==> src/rtl/wave_sequencer_if.sv <==
// Bundle of the sequencer's key, sine-ROM and DAC-side signals.
// No latency of its own; it only groups wires.
// No backpressure: dac_valid is a one-cycle pulse that the DAC serializer must accept.
interface wave_sequencer_if #(
    parameter int ADDR_W = 11,
    parameter int DATA_W = 8
);
    logic [4:0]        key_evt;
    logic [ADDR_W-1:0] rom_addr;
    logic [DATA_W-1:0] rom_q;
    logic [DATA_W-1:0] dac_value;
    logic              dac_valid;
    logic [1:0]        wave_sel;
    logic [2:0]        amp_sel;
    logic [31:0]       freq_word;

    // Sequencer side: consumes keys and ROM data, drives ROM address and DAC sample.
    modport master (
        input  key_evt, rom_q,
        output rom_addr, dac_value, dac_valid, wave_sel, amp_sel, freq_word
    );

    // Environment side: key debouncer, sine ROM and DAC serializer.
    modport slave (
        output key_evt, rom_q,
        input  rom_addr, dac_value, dac_valid, wave_sel, amp_sel, freq_word
    );
endinterface

==> src/rtl/wave_sequencer.sv <==
// DDS waveform sequencer: phase accumulator, sine-ROM sequencing or computed waves, amplitude scaling.
// Latency: tick cycle T, ROM address at T+1, capture at T+1+ROM_LAT, dac_valid at T+2+ROM_LAT.
// No backpressure: one sample per tick; key edits land in pending registers and apply at the next tick.
module wave_sequencer #(
    parameter int          SAMPLE_DIV = 500,
    parameter int          ROM_LAT    = 2,
    parameter int          ADDR_W     = 11,
    parameter int          DATA_W     = 8,
    parameter logic [31:0] FW_STEP    = 32'd42949673,
    parameter logic [31:0] FW_MAX     = 32'd858993460
) (
    input  logic             clk,
    input  logic             rst,
    wave_sequencer_if.master bus
);

    localparam int CNT_W  = (SAMPLE_DIV > 2) ? $clog2(SAMPLE_DIV) : 1;
    localparam int WAIT_W = (ROM_LAT > 2) ? $clog2(ROM_LAT) : 1;
    localparam logic [DATA_W-1:0] MID = {1'b1, {(DATA_W-1){1'b0}}};

    typedef enum logic [2:0] {IDLE, ADDR, WAIT, CAPT, OUT} state_t;

    state_t              r_state, w_state_nxt;
    logic [CNT_W-1:0]    r_tick_cnt;
    logic [WAIT_W-1:0]   r_wait_cnt;
    logic                w_tick;
    logic [31:0]         r_phase, w_phase_nxt;
    logic [31:0]         r_fw, r_fw_pend, w_fw_pend_nxt;
    logic [2:0]          r_amp, r_amp_pend, w_amp_pend_nxt;
    logic [1:0]          r_wave, r_wave_pend, w_wave_pend_nxt;
    logic [ADDR_W-1:0]   r_rom_addr;
    logic [DATA_W-1:0]   r_dac;
    logic [DATA_W-1:0]   w_p, w_p2, w_raw, w_scaled;
    logic signed [DATA_W:0]   w_s;
    logic signed [4:0]        w_gain;
    logic signed [DATA_W+3:0] w_prod;
    logic                w_up, w_down, w_left, w_right, w_enter;

    assign {w_enter, w_right, w_left, w_down, w_up} = bus.key_evt;

    assign w_tick      = (r_tick_cnt == CNT_W'(SAMPLE_DIV - 1));
    assign w_phase_nxt = r_phase + r_fw_pend;

    // Free-running sample-rate divider.
    always_ff @(posedge clk) begin
        if (rst || w_tick) r_tick_cnt <= '0;
        else               r_tick_cnt <= r_tick_cnt + CNT_W'(1);
    end

    // Pending settings follow key events every cycle, saturating at their limits.
    always_comb begin
        w_fw_pend_nxt   = r_fw_pend;
        w_amp_pend_nxt  = r_amp_pend;
        w_wave_pend_nxt = r_wave_pend;
        if (w_up && !w_down)
            w_fw_pend_nxt = (r_fw_pend >= FW_MAX - FW_STEP) ? FW_MAX : r_fw_pend + FW_STEP;
        else if (w_down && !w_up)
            w_fw_pend_nxt = (r_fw_pend < (FW_STEP << 1)) ? FW_STEP : r_fw_pend - FW_STEP;
        if (w_right && !w_left)
            w_amp_pend_nxt = (r_amp_pend == 3'd7) ? 3'd7 : r_amp_pend + 3'd1;
        else if (w_left && !w_right)
            w_amp_pend_nxt = (r_amp_pend == 3'd0) ? 3'd0 : r_amp_pend - 3'd1;
        if (w_enter)
            w_wave_pend_nxt = r_wave_pend + 2'd1;
    end

    // Pending registers.
    always_ff @(posedge clk) begin
        if (rst) begin
            r_fw_pend   <= FW_STEP;
            r_amp_pend  <= 3'd7;
            r_wave_pend <= 2'd0;
        end else begin
            r_fw_pend   <= w_fw_pend_nxt;
            r_amp_pend  <= w_amp_pend_nxt;
            r_wave_pend <= w_wave_pend_nxt;
        end
    end

    // On tick adopt pending settings and step the phase; the ROM address is
    // issued on the same edge so the ADDR cycle already presents it.
    always_ff @(posedge clk) begin
        if (rst) begin
            r_fw       <= FW_STEP;
            r_amp      <= 3'd7;
            r_wave     <= 2'd0;
            r_phase    <= '0;
            r_rom_addr <= '0;
        end else if (w_tick) begin
            r_fw       <= r_fw_pend;
            r_amp      <= r_amp_pend;
            r_wave     <= r_wave_pend;
            r_phase    <= w_phase_nxt;
            r_rom_addr <= w_phase_nxt[31 -: ADDR_W];
        end
    end

    // FSM state register.
    always_ff @(posedge clk) begin
        if (rst) r_state <= IDLE;
        else     r_state <= w_state_nxt;
    end

    // FSM next state; computed waves also pass through WAIT to keep latency uniform.
    always_comb begin
        w_state_nxt = r_state;
        case (r_state)
            IDLE:    if (w_tick) w_state_nxt = ADDR;
            ADDR:    w_state_nxt = (ROM_LAT > 1) ? WAIT : CAPT;
            WAIT:    if (r_wait_cnt == WAIT_W'(ROM_LAT - 2)) w_state_nxt = CAPT;
            CAPT:    w_state_nxt = OUT;
            OUT:     w_state_nxt = IDLE;
            default: w_state_nxt = IDLE;
        endcase
    end

    // Counts the ROM_LAT-1 cycles spent in WAIT.
    always_ff @(posedge clk) begin
        if (rst || r_state != WAIT) r_wait_cnt <= '0;
        else                        r_wait_cnt <= r_wait_cnt + WAIT_W'(1);
    end

    assign w_p  = r_phase[31 -: DATA_W];
    assign w_p2 = {w_p[DATA_W-2:0], 1'b0};

    // Raw sample selection for the active waveform.
    always_comb begin
        w_raw = bus.rom_q;
        case (r_wave)
            2'd0: w_raw = bus.rom_q;
            2'd1: w_raw = w_p[DATA_W-1] ? '0 : '1;
            2'd2: w_raw = w_p[DATA_W-1] ? ~w_p2 : w_p2;
            2'd3: w_raw = w_p;
            default: w_raw = bus.rom_q;
        endcase
    end

    // Amplitude scaling around midscale: (raw-mid)*(amp+1)/8 with arithmetic shift.
    assign w_s      = $signed({1'b0, w_raw}) - $signed({1'b0, MID});
    assign w_gain   = $signed({2'b00, r_amp} + 5'd1);
    assign w_prod   = (DATA_W+4)'(w_s) * (DATA_W+4)'(w_gain);
    assign w_scaled = DATA_W'(w_prod >>> 3) ^ MID;

    // Output sample register, loaded as CAPT ends so value and valid appear together in OUT.
    always_ff @(posedge clk) begin
        if (rst)                  r_dac <= MID;
        else if (r_state == CAPT) r_dac <= w_scaled;
    end

    assign bus.rom_addr  = r_rom_addr;
    assign bus.dac_value = r_dac;
    assign bus.dac_valid = (r_state == OUT);
    assign bus.wave_sel  = r_wave;
    assign bus.amp_sel   = r_amp;
    assign bus.freq_word = r_fw;

endmodule

==> src/flat_wrapper.sv <==
// flat-port wrapper written by rule: the top's interface ports become plain ports
module wave_sequencer_flat 
#(
    parameter int          SAMPLE_DIV = 500,
    parameter int          ROM_LAT    = 2,
    parameter int          ADDR_W     = 11,
    parameter int          DATA_W     = 8,
    parameter logic [31:0] FW_STEP    = 32'd42949673,
    parameter logic [31:0] FW_MAX     = 32'd858993460
)
  (clk, rst, bus_key_evt, bus_rom_q, bus_rom_addr, bus_dac_value, bus_dac_valid, bus_wave_sel, bus_amp_sel, bus_freq_word);
  wave_sequencer_if #(.ADDR_W(ADDR_W), .DATA_W(DATA_W)) bus_i ();
  input  logic clk;
  input  logic rst;
  input wire logic [$bits(bus_i.key_evt)-1:0] bus_key_evt;
  input wire logic [$bits(bus_i.rom_q)-1:0] bus_rom_q;
  output wire logic [$bits(bus_i.rom_addr)-1:0] bus_rom_addr;
  output wire logic [$bits(bus_i.dac_value)-1:0] bus_dac_value;
  output wire logic [$bits(bus_i.dac_valid)-1:0] bus_dac_valid;
  output wire logic [$bits(bus_i.wave_sel)-1:0] bus_wave_sel;
  output wire logic [$bits(bus_i.amp_sel)-1:0] bus_amp_sel;
  output wire logic [$bits(bus_i.freq_word)-1:0] bus_freq_word;
  assign bus_i.key_evt = bus_key_evt;
  assign bus_i.rom_q = bus_rom_q;
  assign bus_rom_addr = bus_i.rom_addr;
  assign bus_dac_value = bus_i.dac_value;
  assign bus_dac_valid = bus_i.dac_valid;
  assign bus_wave_sel = bus_i.wave_sel;
  assign bus_amp_sel = bus_i.amp_sel;
  assign bus_freq_word = bus_i.freq_word;
  wave_sequencer #(.SAMPLE_DIV(SAMPLE_DIV), .ROM_LAT(ROM_LAT), .ADDR_W(ADDR_W), .DATA_W(DATA_W), .FW_STEP(FW_STEP), .FW_MAX(FW_MAX)) u_core (.clk(clk), .rst(rst), .bus(bus_i));
endmodule
==> config.mk <==
export PLATFORM = sky130hd
export DESIGN_NAME = wave_sequencer_flat
export DESIGN_NICKNAME = d
export VERILOG_FILES = /design/src/rtl/wave_sequencer_if.sv /design/src/rtl/wave_sequencer.sv /design/src/flat_wrapper.sv
export SDC_FILE = /design/constraint.sdc
export NUM_CORES = 1
export LEC_CHECK = 0
export CORE_UTILIZATION = 39
export DETAILED_ROUTE_END_ITERATION = 8
export HOLD_SLACK_MARGIN = 0.15
export MAX_ROUTING_LAYER = met4
export PLACE_DENSITY = 0.58
export REMOVE_ABC_BUFFERS = 1
export SYNTH_ARGS = -nofsm -noshare
export SYNTH_HDL_FRONTEND = slang
export SYNTH_SLANG_ARGS = --single-unit
==> constraint.sdc <==
create_clock -name clk -period 6.17 [get_ports clk]
set_clock_uncertainty 0.1 [all_clocks]
set_input_delay 1.234 -clock clk [delete_from_list [all_inputs] [get_ports clk]]
set_output_delay 1.234 -clock clk [all_outputs]
set_load 0.02 [all_outputs]
==> impl_metrics.py <==
metrics = {
    "setup_path": {
        "path_cells": "clkdlybuf4s50_1 -> inv_1 -> mux4_2 -> nor2_1 -> ha_1 -> inv_1 -> fa_1 -> fa_1 -> inv_1 -> ha_1 -> nor2b_1 -> o21ai_0 -> a21oi_1 -> o21ai_0 -> nand2b_1 -> a21o_1 -> a21oi_1 -> xnor2_1 -> o21ai_0",
        "cp-startpoint": "bus_rom_q[1]",
        "reg2reg_from": "u_core.bus.rom_addr[10]",
        "start_kind": "input pin",
        "r2r_cells": 19,
        "cpPeakStageDelay_ns": 0.56,
        "critical-path-slowest-cell": "fa_1",
        "crit_type": "in -> reg",
        "arrival_ns": 5.36,
        "r2r_end": "u_core.bus.dac_value[7]",
        "regToRegSetupSlack_ns": 1.26,
        "end_kind": "register",
        "worstSetupEndpoint": "u_core.bus.dac_value[7]",
        "worstPathRequired_ns": 6.38,
        "crit_fanout": 4,
    },
    "sta": {
        "timing.fmax_mhz": 194.3,
        "relSlewSlack_pct": 25.20,
        "setup_viol": 0,
        "hold_viol": 0,
        "timing.final.crit_period_ns": 5.148,
        "finalCritPeriodShare_pct": 83.43,
        "fin_ws_ns": 1.022,
        "rsz0062_at_grt": "no",
        "slew_violations": 0,
        "worst_pin_slew_ns": 1.122,
    },
    "power": {
        "fin_total_pwr_mw": 2.653,
        "p_leak_nw": 4.104,
        "ir_worst_vdd_v": 0.0001777,
        "p_per_area_nw_per_um2": 250.5,
    },
    "place": {
        "dp_slack_ns": 0.6308,
        "gp_congestion": 0.8568,
        "dpl.hpwl_mm": 17.53,
        "port_buffers": 71,
    },
    "floorplanning": {
        "die_h_um": 155.8,
        "initial_core_util_pct": 40.25,
        "die_w_um": 155.8,
        "rows": 55,
        "die-area_um2": 24270,
        "io_pins": 72,
        "core_area_um2": 22920,
    },
    "global_routing": {
        "grt.overflow.total": 0,
        "grt_pass1_wl_mm": 42.03,
        "grt_max_degree": 69,
        "grt_antenna_before_repair": 0,
        "grt_pass1_vias": 8391,
        "grt_usage_pct": 22.18,
    },
    "finish": {
        "drive_gt1_share_pct": 5.683,
        "final_nets": 1342,
        "diodes": 0,
        "area.growth.synth_to_final_pct": 14.87,
    },
    "cts": {
        "cts_tree": "done",
        "clock_sinks": 127,
        "ctsHoldBuffers": 0,
        "cts_htree_levels": 4,
        "cts_resized": 0,
        "cts_setup_buffers": 0,
        "clk_pin_slew_ns": 0.06,
        "cts_root_buf": "clkbuf_16",
        "numCtsBuffers": 17,
        "ctsLongestPathBuffers": 2,
        "insertion_delay_ns": 0.43,
    },
    "synthesis": {
        "async_flop_share_pct": 0,
        "synth_edf_count": 0,
        "synth_warnings": 0,
        "syn_inst": 1247,
        "synth_cell_type_count": 77,
        "ys_ff_latch": 127,
        "netlist_area_um2": 9223,
        "synth_seq_area_share_pct": 27.57,
        "syn_area_per_cell_um2": 7.396,
        "synth_ff_type": "dfxtp_1",
    },
    "routing": {
        "drt_iter0_drc": 430,
        "via_per_inst": 5.538,
        "wl_mm": 25.24,
        "wire_per_inst_um": 15.97,
        "ant_nets": 0,
        "drc": 0,
        "route.vias.total": 8750,
        "dr.pass1.iters": 5,
    },
    "run": {
        "maxCapViolations": 0,
    },
    "status": {
        "status": "complete, no violations",
    },
    "hold_path": {
        "hp-class": "reg -> reg",
    },
}
power breakdown:
| group | total (mW) | internal (mW) | switching (mW) | leakage (nW) |
|---|---|---|---|---|
| clock network | 1.01 | 0.599 | 0.416 | 0.280 |
| logic | 0.661 | 0.252 | 0.409 | 2.79 |
| registers | 0.978 | 0.856 | 0.122 | 1.03 |
| total | 2.65 | 1.71 | 0.946 | 4.10 |
layout by cell type (no fill, tap or decap), drive strengths merged, types with 5 or more instances in the layout:
cell type	n
and2	7
or4	7
o21bai	8
a211o	7
or3	7
a31oi	14
buf	11
a221oi	7
a21oi	122
clkinv	7
inv	68
o21a	10
o211ai	16
o22ai	10
xor2	17
fa	15
dfxtp	127
nand4	10
or2	10
nand2	186
and3	5
nor2b	11
o31ai	7
nor2	114
nand3	41
nor3	33
nand2b	14
nand3b	5
o21ai	79
xnor2	33
nor4	8
a21o	14
clkbuf	17
a211oi	21
ha	58
clkdlybuf4s50	70
cells in the mapped netlist (all sizes together), types with 15 or more instances:
cell type  number  area [um2]
a211oi         21       167.7
a21oi         122       629.4
buf            24       140.1
clkbuf         69       260.2
dfxtp         127        2542
fa             15       300.3
ha             58       725.7
inv            65       244.0
nand2         186       698.2
nand3          41       205.2
nor2          114       427.9
nor3           33       175.2
o211ai         16       120.1
o21ai          79       399.1
xnor2          33       289.0
xor2           17       148.9
stage by stage:
stage,TNS [ns],utilization (%),cell area [um2],std cells,hold slack (ns)
CTS,0,46.23,10590,1580,0.3519
global placement,0,43.66,10010,1548,0.3417
global route,0,46.23,10590,1580,0.3697
finish,0,46.23,10590,1580,0.3538
floorplan,-0.1440,-,8822,1154,0.3261
detailed placement,0,43.66,10010,1548,0.3433
how the worst min path moves through the flow:
stage / end / start / cells past startpoint / slack (ns)
detailed placement: u_core.bus.dac_value[2] / u_core.bus.dac_value[2] / 2 / 0.34
CTS: u_core.bus.dac_value[2] / u_core.bus.dac_value[2] / 2 / 0.35
global route: u_core.bus.dac_value[2] / u_core.bus.dac_value[2] / 2 / 0.37
global placement: u_core.r_phase[5] / u_core.r_phase[5] / 2 / 0.34
floorplan: u_core.r_tick_cnt[0] / u_core.r_tick_cnt[0] / 1 / 0.33
finish: u_core.r_phase[7] / u_core.r_phase[7] / 2 / 0.35
flip-flops by register name (all words and copies together), names as in the netlist:
| name | cells |
|---|---|
| u_core.bus.freq_word | 32 |
| u_core.r_fw_pend | 32 |
| u_core.r_phase | 21 |
| u_core.bus.rom_addr | 11 |
| u_core.r_tick_cnt | 9 |
| u_core.bus.dac_value | 8 |
| u_core.bus.amp_sel | 3 |
| u_core.r_amp_pend | 3 |
| u_core.r_state | 3 |
| u_core.bus.wave_sel | 2 |
| u_core.r_wave_pend | 2 |
| u_core.r_wait_cnt | 1 |
kinds of logic (layout without fill, tap and decap cells):
group / Yosys count / after routing / share of synthesized area [%]
multiplexers: 8 / 8 / 1.180
buffers and inverters: 158 / 178 / 6.987
flip-flops: 127 / 127 / 27.57
XOR/XNOR: 50 / 50 / 4.748
AO/OA/AOI/OAI: 361 / 361 / 25.06
AND/OR/NAND/NOR: 470 / 470 / 23.33
adder cells (fa/ha/maj): 73 / 73 / 11.12
worst max-delay path: cells and delay by family:
| kind | cells | cell delay [ns] |
|---|---|---|
| XOR/XNOR | 1 | 0.13 |
| multiplexers | 1 | 0.50 |
| adder cells (fa/ha/maj) | 4 | 1.57 |
| AO/OA/AOI/OAI | 6 | 0.91 |
| buffers and inverters | 4 | 0.61 |
| AND/OR/NAND/NOR | 3 | 0.40 |
layer usage:
| metal | wire, um | share of wire (%) | global-route usage (%) |
|---|---|---|---|
| met1 | 11520 | 46 | 26.96 |
| met2 | 12040 | 48 | 37.63 |
| met3 | 1139 | 4.5 | 3.222 |
| met4 | 534 | 2.1 | 7.143 |
| met5 | 0 | 0 | - |
final cells by class:
| type | count | area (um2) |
|---|---|---|
| Clock buffer | 17 | 425.4 |
| Clock inverter | 15 | 162.7 |
| Fill cell | 2308 | 12320 |
| Inverter | 65 | 244.0 |
| Multi-Input combinational cell | 962 | 6047 |
| Sequential cell | 127 | 2542 |
| Tap cell | 313 | 391.6 |
| Timing Repair Buffer | 81 | 780.7 |
(Power assumes the default switching activity.)
